<file path="config.mk">
export PLATFORM = sky130hd
export DESIGN_NAME = pipe_add_sub
export DESIGN_NICKNAME = d
export VERILOG_FILES = /design/src/rtl/pipe_add_sub_pkg.sv /design/src/rtl/pipe_add_sub_add_slice.sv /design/src/rtl/pipe_add_sub.sv
export SDC_FILE = /design/constraint.sdc
export NUM_CORES = 1
export LEC_CHECK = 0
export ABC_AREA = 0
export CAP_MARGIN = 20
export CELL_PAD_IN_SITES_DETAIL_PLACEMENT = 0
export CELL_PAD_IN_SITES_GLOBAL_PLACEMENT = 1
export CORE_ASPECT_RATIO = 0.6
export CORE_MARGIN = 2
export CORE_UTILIZATION = 40
export DETAILED_ROUTE_END_ITERATION = 6
export HOLD_SLACK_MARGIN = 0.03
export PLACE_DENSITY = 0.77
export SLEW_MARGIN = 20
export SYNTH_ARGS = -nofsm -noshare
export SYNTH_HDL_FRONTEND = slang
export SYNTH_HIERARCHICAL = 1
export SYNTH_SLANG_ARGS = --single-unit
</file>
<file path="constraint.sdc">
create_clock -name input_clk -period 18.2 [get_ports input_clk]
set_input_delay 5.46 -clock input_clk [delete_from_list [all_inputs] [get_ports input_clk]]
set_output_delay 5.46 -clock input_clk [all_outputs]
set_load 0.1 [all_outputs]
</file>
<file path="src/rtl/pipe_add_sub_pkg.sv">
// Shared ALU definitions for the sCORE datapath: op encoding and saturation bounds.
// Latency: n/a (package only).
// Backpressure: n/a (package only).
package sCORE_alu_pkg;

    // Operation encoding carried on the input_sub port
    localparam logic OP_ADD = 1'b0;
    localparam logic OP_SUB = 1'b1;

    // Widest operand the saturation helpers support; callers truncate to their width
    localparam int SAT_MAX_W = 1024;

    // Largest positive two's-complement value of width w: 0111..1
    function automatic logic [SAT_MAX_W-1:0] sat_max(input int w);
        logic [SAT_MAX_W-1:0] one;
        one = {{(SAT_MAX_W-1){1'b0}}, 1'b1};
        return (one << (w - 1)) - one;
    endfunction

    // Most negative two's-complement value of width w: 1000..0
    function automatic logic [SAT_MAX_W-1:0] sat_min(input int w);
        logic [SAT_MAX_W-1:0] one;
        one = {{(SAT_MAX_W-1){1'b0}}, 1'b1};
        return one << (w - 1);
    endfunction

endpackage

</file>
<file path="src/rtl/pipe_add_sub_add_slice.sv">
// Combinational W-bit slice of the split carry chain: a + b + cin.
// Latency: 0 cycles (purely combinational, registered by the caller).
// Backpressure: none; the enclosing pipeline owns the handshake.
module add_slice #(
    parameter int W = 8
) (
    input  logic [W-1:0] a_i,
    input  logic [W-1:0] b_i,
    input  logic         cin_i,
    output logic [W-1:0] sum_o,
    output logic         cout_o,
    output logic         cmsb_o
);

    logic [W:0] full;

    assign full   = {1'b0, a_i} + {1'b0, b_i} + {{W{1'b0}}, cin_i};
    assign sum_o  = full[W-1:0];
    assign cout_o = full[W];
    // Carry into the top bit recovered from the top bit's own sum equation
    assign cmsb_o = a_i[W-1] ^ b_i[W-1] ^ full[W-1];

endmodule

</file>
<file path="src/rtl/pipe_add_sub.sv">
// Pipelined WIDTH-bit add/sub; carry chain cut into STAGES slices of WIDTH/STAGES bits.
// Latency: STAGES cycles accept-to-output_valid, 1 op/cycle, up to STAGES ops in flight.
// Backpressure: global stall -- whole pipe holds while output_valid && !output_ready.
// Optional: define PIPE_ADD_SAT_EN for signed saturation on overflow (default wraps).
// WIDTH must be a multiple of STAGES.
module pipe_add_sub
    import sCORE_alu_pkg::*;
#(
    parameter int WIDTH  = 32,
    parameter int STAGES = 4
) (
    input  logic             input_clk,
    input  logic             input_reset,
    input  logic             input_valid,
    output logic             input_ready,
    input  logic [WIDTH-1:0] input_a,
    input  logic [WIDTH-1:0] input_b,
    input  logic             input_carry,
    input  logic             input_sub,
    output logic             output_valid,
    input  logic             output_ready,
    output logic [WIDTH-1:0] output_sum,
    output logic             output_carry,
    output logic             output_ovf,
    output logic             output_zero
);

    localparam int CHUNK = WIDTH / STAGES;

    // Per-stage registers; index STAGES-1 is the output register
    logic             vld_q [STAGES];
    logic [WIDTH-1:0] a_q   [STAGES];
    logic [WIDTH-1:0] b_q   [STAGES];
    logic [WIDTH-1:0] sum_q [STAGES];
    logic             cy_q  [STAGES];
    logic             ovf_q;
    logic             zero_q;

    // Inputs seen by each stage's slice adder (ports for stage 0, prior register otherwise)
    logic             st_vld [STAGES];
    logic [WIDTH-1:0] st_a   [STAGES];
    logic [WIDTH-1:0] st_b   [STAGES];
    logic [WIDTH-1:0] st_sum [STAGES];
    logic             st_cin [STAGES];

    // Slice adder results and next-state values
    logic [CHUNK-1:0] sl_sum  [STAGES];
    logic             sl_cout [STAGES];
    logic             sl_cmsb [STAGES];
    logic [WIDTH-1:0] sum_d   [STAGES];
    logic             ovf_d;
    logic             zero_d;

    logic adv;

    assign adv          = !vld_q[STAGES-1] || output_ready;
    assign input_ready  = adv;

    assign output_valid = vld_q[STAGES-1];
    assign output_sum   = sum_q[STAGES-1];
    assign output_carry = cy_q[STAGES-1];
    assign output_ovf   = ovf_q;
    assign output_zero  = zero_q;

    for (genvar k = 0; k < STAGES; k++) begin : g_stage
        if (k == 0) begin : g_first
            // B is inverted once on entry; later stages only ever see B'
            assign st_vld[k] = input_valid;
            assign st_a[k]   = input_a;
            assign st_b[k]   = (input_sub == OP_ADD) ? input_b : ~input_b;
            assign st_sum[k] = '0;
            assign st_cin[k] = (input_sub == OP_SUB) ? 1'b1 : input_carry;
        end else begin : g_next
            assign st_vld[k] = vld_q[k-1];
            assign st_a[k]   = a_q[k-1];
            assign st_b[k]   = b_q[k-1];
            assign st_sum[k] = sum_q[k-1];
            assign st_cin[k] = cy_q[k-1];
        end

        add_slice #(
            .W (CHUNK)
        ) u_slice (
            .a_i    (st_a[k][k*CHUNK +: CHUNK]),
            .b_i    (st_b[k][k*CHUNK +: CHUNK]),
            .cin_i  (st_cin[k]),
            .sum_o  (sl_sum[k]),
            .cout_o (sl_cout[k]),
            .cmsb_o (sl_cmsb[k])
        );

        if (k < STAGES - 1) begin : g_mid
            // Slices above k are still zero, so OR drops the new slice into place
            assign sum_d[k] = st_sum[k] | (WIDTH'(sl_sum[k]) << (k * CHUNK));
        end else begin : g_last
            logic [WIDTH-1:0] full_sum;
            logic [WIDTH-1:0] res;

            assign full_sum = st_sum[k] | (WIDTH'(sl_sum[k]) << (k * CHUNK));
            assign ovf_d    = sl_cmsb[k] ^ sl_cout[k];
`ifdef PIPE_ADD_SAT_EN
            // On overflow the true result's sign is the sign of A
            assign res = !ovf_d          ? full_sum :
                         st_a[k][WIDTH-1] ? WIDTH'(sat_min(WIDTH)) :
                                            WIDTH'(sat_max(WIDTH));
`else
            assign res = full_sum;
`endif
            assign sum_d[k] = res;
            assign zero_d   = (res == '0);
        end
    end

    // All stages advance together on adv, or all hold; reset drops every in-flight op
    always_ff @(posedge input_clk or posedge input_reset) begin
        if (input_reset) begin
            for (int k = 0; k < STAGES; k++) begin
                vld_q[k] <= 1'b0;
                a_q[k]   <= '0;
                b_q[k]   <= '0;
                sum_q[k] <= '0;
                cy_q[k]  <= 1'b0;
            end
            ovf_q  <= 1'b0;
            zero_q <= 1'b0;
        end else if (adv) begin
            for (int k = 0; k < STAGES; k++) begin
                vld_q[k] <= st_vld[k];
                a_q[k]   <= st_a[k];
                b_q[k]   <= st_b[k];
                sum_q[k] <= sum_d[k];
                cy_q[k]  <= sl_cout[k];
            end
            ovf_q  <= ovf_d;
            zero_q <= zero_d;
        end
    end

endmodule

</file>
After elaboration in Yosys (flattened, before gate mapping)
Cells that the tools add are included.
- reduce and logical (&&, ||, !) cells: 3
- bitwise logic cells: 7
- muxes and demuxes: 2
- $add $sub $neg: 8
- operators by type and width (cell ; count):
    $add A8 B8 Y9 ; 4
    $add A9 B1 Y9 ; 4
    $logic_not A32 Y1 ; 1
    $mux W32 ; 1
    $not A32 Y32 ; 1
    $or A32 B24 Y32 ; 1
    $or A32 B32 Y32 ; 1
    $or A8 B16 Y16 ; 1
    $xor A1 B1 Y1 ; 3
    $logic_not A1 Y1 ; 1
    $logic_or A1 B1 Y1 ; 1
    $mux W1 ; 1
- input port bits: 70
- bits in registers: 306

Longest topological paths before layout
- depth after elaboration: 4
- mapped depth: 10

Modules after synthesis
Netlist, hierarchy kept.
- by module, submodules not included (module ; cells each ; instances ; area an instance (um^2) ; sequential area each (um^2)):
    pipe_add_sub ; 808 ; 1 ; 7410.9 ; 4654.5
    add_slice at g_stage[2].u_slice ... ; 43 ; 2 ; 364.1 ; 0.0
    add_slice at g_stage[0].u_slice ... ; 43 ; 2 ; 345.3 ; 0.0

Worst setup path before layout
OpenSTA, ideal clock, no wires.
- kind: input port to output port
- from: in output_ready
- to: out input_ready
- data required time: 12740 ps
- cell stages on the path: 4
- data arrival time: 6168 ps
- slack: 6572 ps
- cells stage by stage: nor2b_4 -> buf_6 -> inv_4 -> buf_2
- longest elaborated chain between the ends: 1
- RTL lines (element ; line ; RTL):
    start: declaration ; pipe_add_sub.sv:21 ; input logic output_ready,
    $logic_or A1 B1 Y1 ; pipe_add_sub.sv:56 ; assign adv = !vld_q[STAGES-1] || output_ready;
    end: declaration ; pipe_add_sub.sv:15 ; output logic input_ready,
Every way passes these cells.

Worst setup path in the final report
Same ends and word-level chain as after synthesis.

==> flow_summary.yaml <==
timing:
  finalClockSkew_ps: 9.116
  timing.final.crit_period_ps: 13680
  relSlewSlack_pct: 26.35
  rsz0062_at_grt: "false"
  max_freq_mhz: 73.10
  worst_pin_slew_ps: 1101
  post-route-period-util_pct: 75.16
  finalSetupViolations: 0
  finalSetupTns_ps: 0
  drv_slew: 0
  finalWorstSetupSlack_ps: 4521
  hold_viol: 0
min_path:
  min_from: "output_sum[13]"
  holdCritPathClass: "reg2reg"
flow_run:
  cap_viol_max_count: 0
final_layout:
  antenna_cells: 0
  drive_gt1_share_pct: 5.400
  final_util_pct: 49.26
  fin_area_um2: 10490
  n_fill_cell: 2118
  area_delta_synth_final_pct: 19.33
  nets: 1167
clock_tree:
  clk-insertion-delay-late_ps: 430
  cts_root_buf: "clkbuf_16"
  clkTransAtPathRegs_ps: 60
  cts_setup_buffers: 0
  cts_tree: "done"
  numCtsBuffers: 17
  cts_resized: 0
  cts_hold_buf: 0
  cts_max_level: 4
  clk_path_buf_depth: 2
  cts.sink_count: 186
die:
  die_w_um: 195.4
  rows: 41
  io_pins: 107
  core_um2: 21290
  dieHeight_um: 118.8
  dieArea_um2: 23210
  initial_core_util_pct: 41.28
detailed_routing:
  wl_um: 19400
  vias: 6336
  route.detailed.drc: 0
  initialDrtViolationCount: 421
  antenna_left: 0
  vias_per_cell: 4.683
  wire_per_inst_um: 14.34
  first_pass_iters: 5
placement:
  dpl.hpwl_um: 13500
  place.gp.congestion: 0.7816
  numPortBuffers: 106
  dp_worst_setup_slack_ps: 4188
  post_dp_cell_area_um2: 9896
pwr:
  leakagePower_nw: 5.162
  ir_drop_mv: 0.07911
  p_per_area_nw_per_um2: 201.1
synth:
  syn_area_per_cell_um2: 9.023
  synthesis.nets: 1080
  syn_inst: 974
  syn-cell-area_um2: 8788
  ys_warn_count: 6
global_routing:
  grt_overflow_total: 0
  first_global_vias: 6134
  grt_antenna_before_repair: 0
  grt_max_degree: 99
  track_usage_pct: 17.77
  grt_pass1_wl_um: 32730
worst_setup_path:
  startpoint: "output_ready"
  cp_common_cell: "clkdlybuf4s50_1"
  slowest_stage: "clkdlybuf4s50_1"
  crit_end: "input_ready"
  cp_max_fo: 86
  reg2reg_to: "st_sum[13]"
  r2r_slack_ps: 15590
  required_ps: 12740
  arrival_ps: 8220
  worstPathCellList: "clkdlybuf4s50_1, nor2b_4, buf_12, inv_4, clkdlybuf4s50_1"
  crit_path_end_kind: "primary output"
  slowest_delay_ps: 1290
  reg2regPathDepth: 6
  reg2reg_from: "output_valid"
  start_kind: "input pin"
  crit_type: "in2out"
status:
  status: "completed"
## cell type report
cell class              instances  area (um^2)  area share (%)
flip-flops and latches        186         4654           44.38
multi-input cells             725         3716           35.43
repair buffers                113         1121           10.69
clock buffers                  20        456.7           4.355
well taps                     279        349.1           3.329
clock inverters                12        115.1           1.098
inverters                      18        75.07          0.7158
## how the worst min path moves through the flow
stage	to	slack, ps	depth (start not counted)
floorplan	st_vld[0]	430	2
CTS	st_sum[36]	470	2
finish	output_sum[13]	460	2
detailed placement	st_sum[36]	450	2
global route	output_carry	490	2
global placement	st_vld[0]	450	2
## worst max-delay path: cells and delay by family
kind	cells	cell delay (ps)
buffers and inverters	4	2610
AND/OR/NAND/NOR	1	100
## stage by stage
stage                     hold slack [ps]  total power [mW]  std cells
after floorplan                     430.0             1.507        974
after global placement              447.9             1.734       1320
after detailed placement            453.3             1.755       1320
after CTS                           471.0             2.124       1352
after global routing                487.5             2.273       1353
final                               464.9             2.110       1353
## cells in the final DEF, fill, tap and decap left out, types with 8 or more instances in the layout
cell type        count
a21oi_1             16
a21oi_2              8
a311o_1             12
clkbuf_16           17
clkdlybuf4s50_1    105
dfrtp_1            186
fa_1                 8
ha_1                28
inv_1               12
nand2_1            515
nor4_1              12
o21ai_1             27
xnor2_1             33
xor2_1              16
## state kept, by name, indices dropped and copies added, names as in the netlist
register      flops
a_q              48
b_q              48
cy_q              3
output_carry      1
output_ovf        1
output_sum       32
output_valid      1
output_zero       1
st_sum           48
st_vld            3
## report_power, final
part	total (mW)	switching [mW]	internal [mW]
Clock	0.361	0.163	0.197
Combinational	1.03	0.701	0.327
Sequential	0.721	0.125	0.596
Total	2.11	0.989	1.12
## routing by layer
metal,vias up,share of wire [%],GRT usage (%)
met4,0,0.22,3.721
met5,-,0,0
met2,121,37,21.94
met1,2943,58,30.08
li1,3270,-,-
met3,2,5.5,4.305
Note: power is estimated with default switching activity, not from simulation.
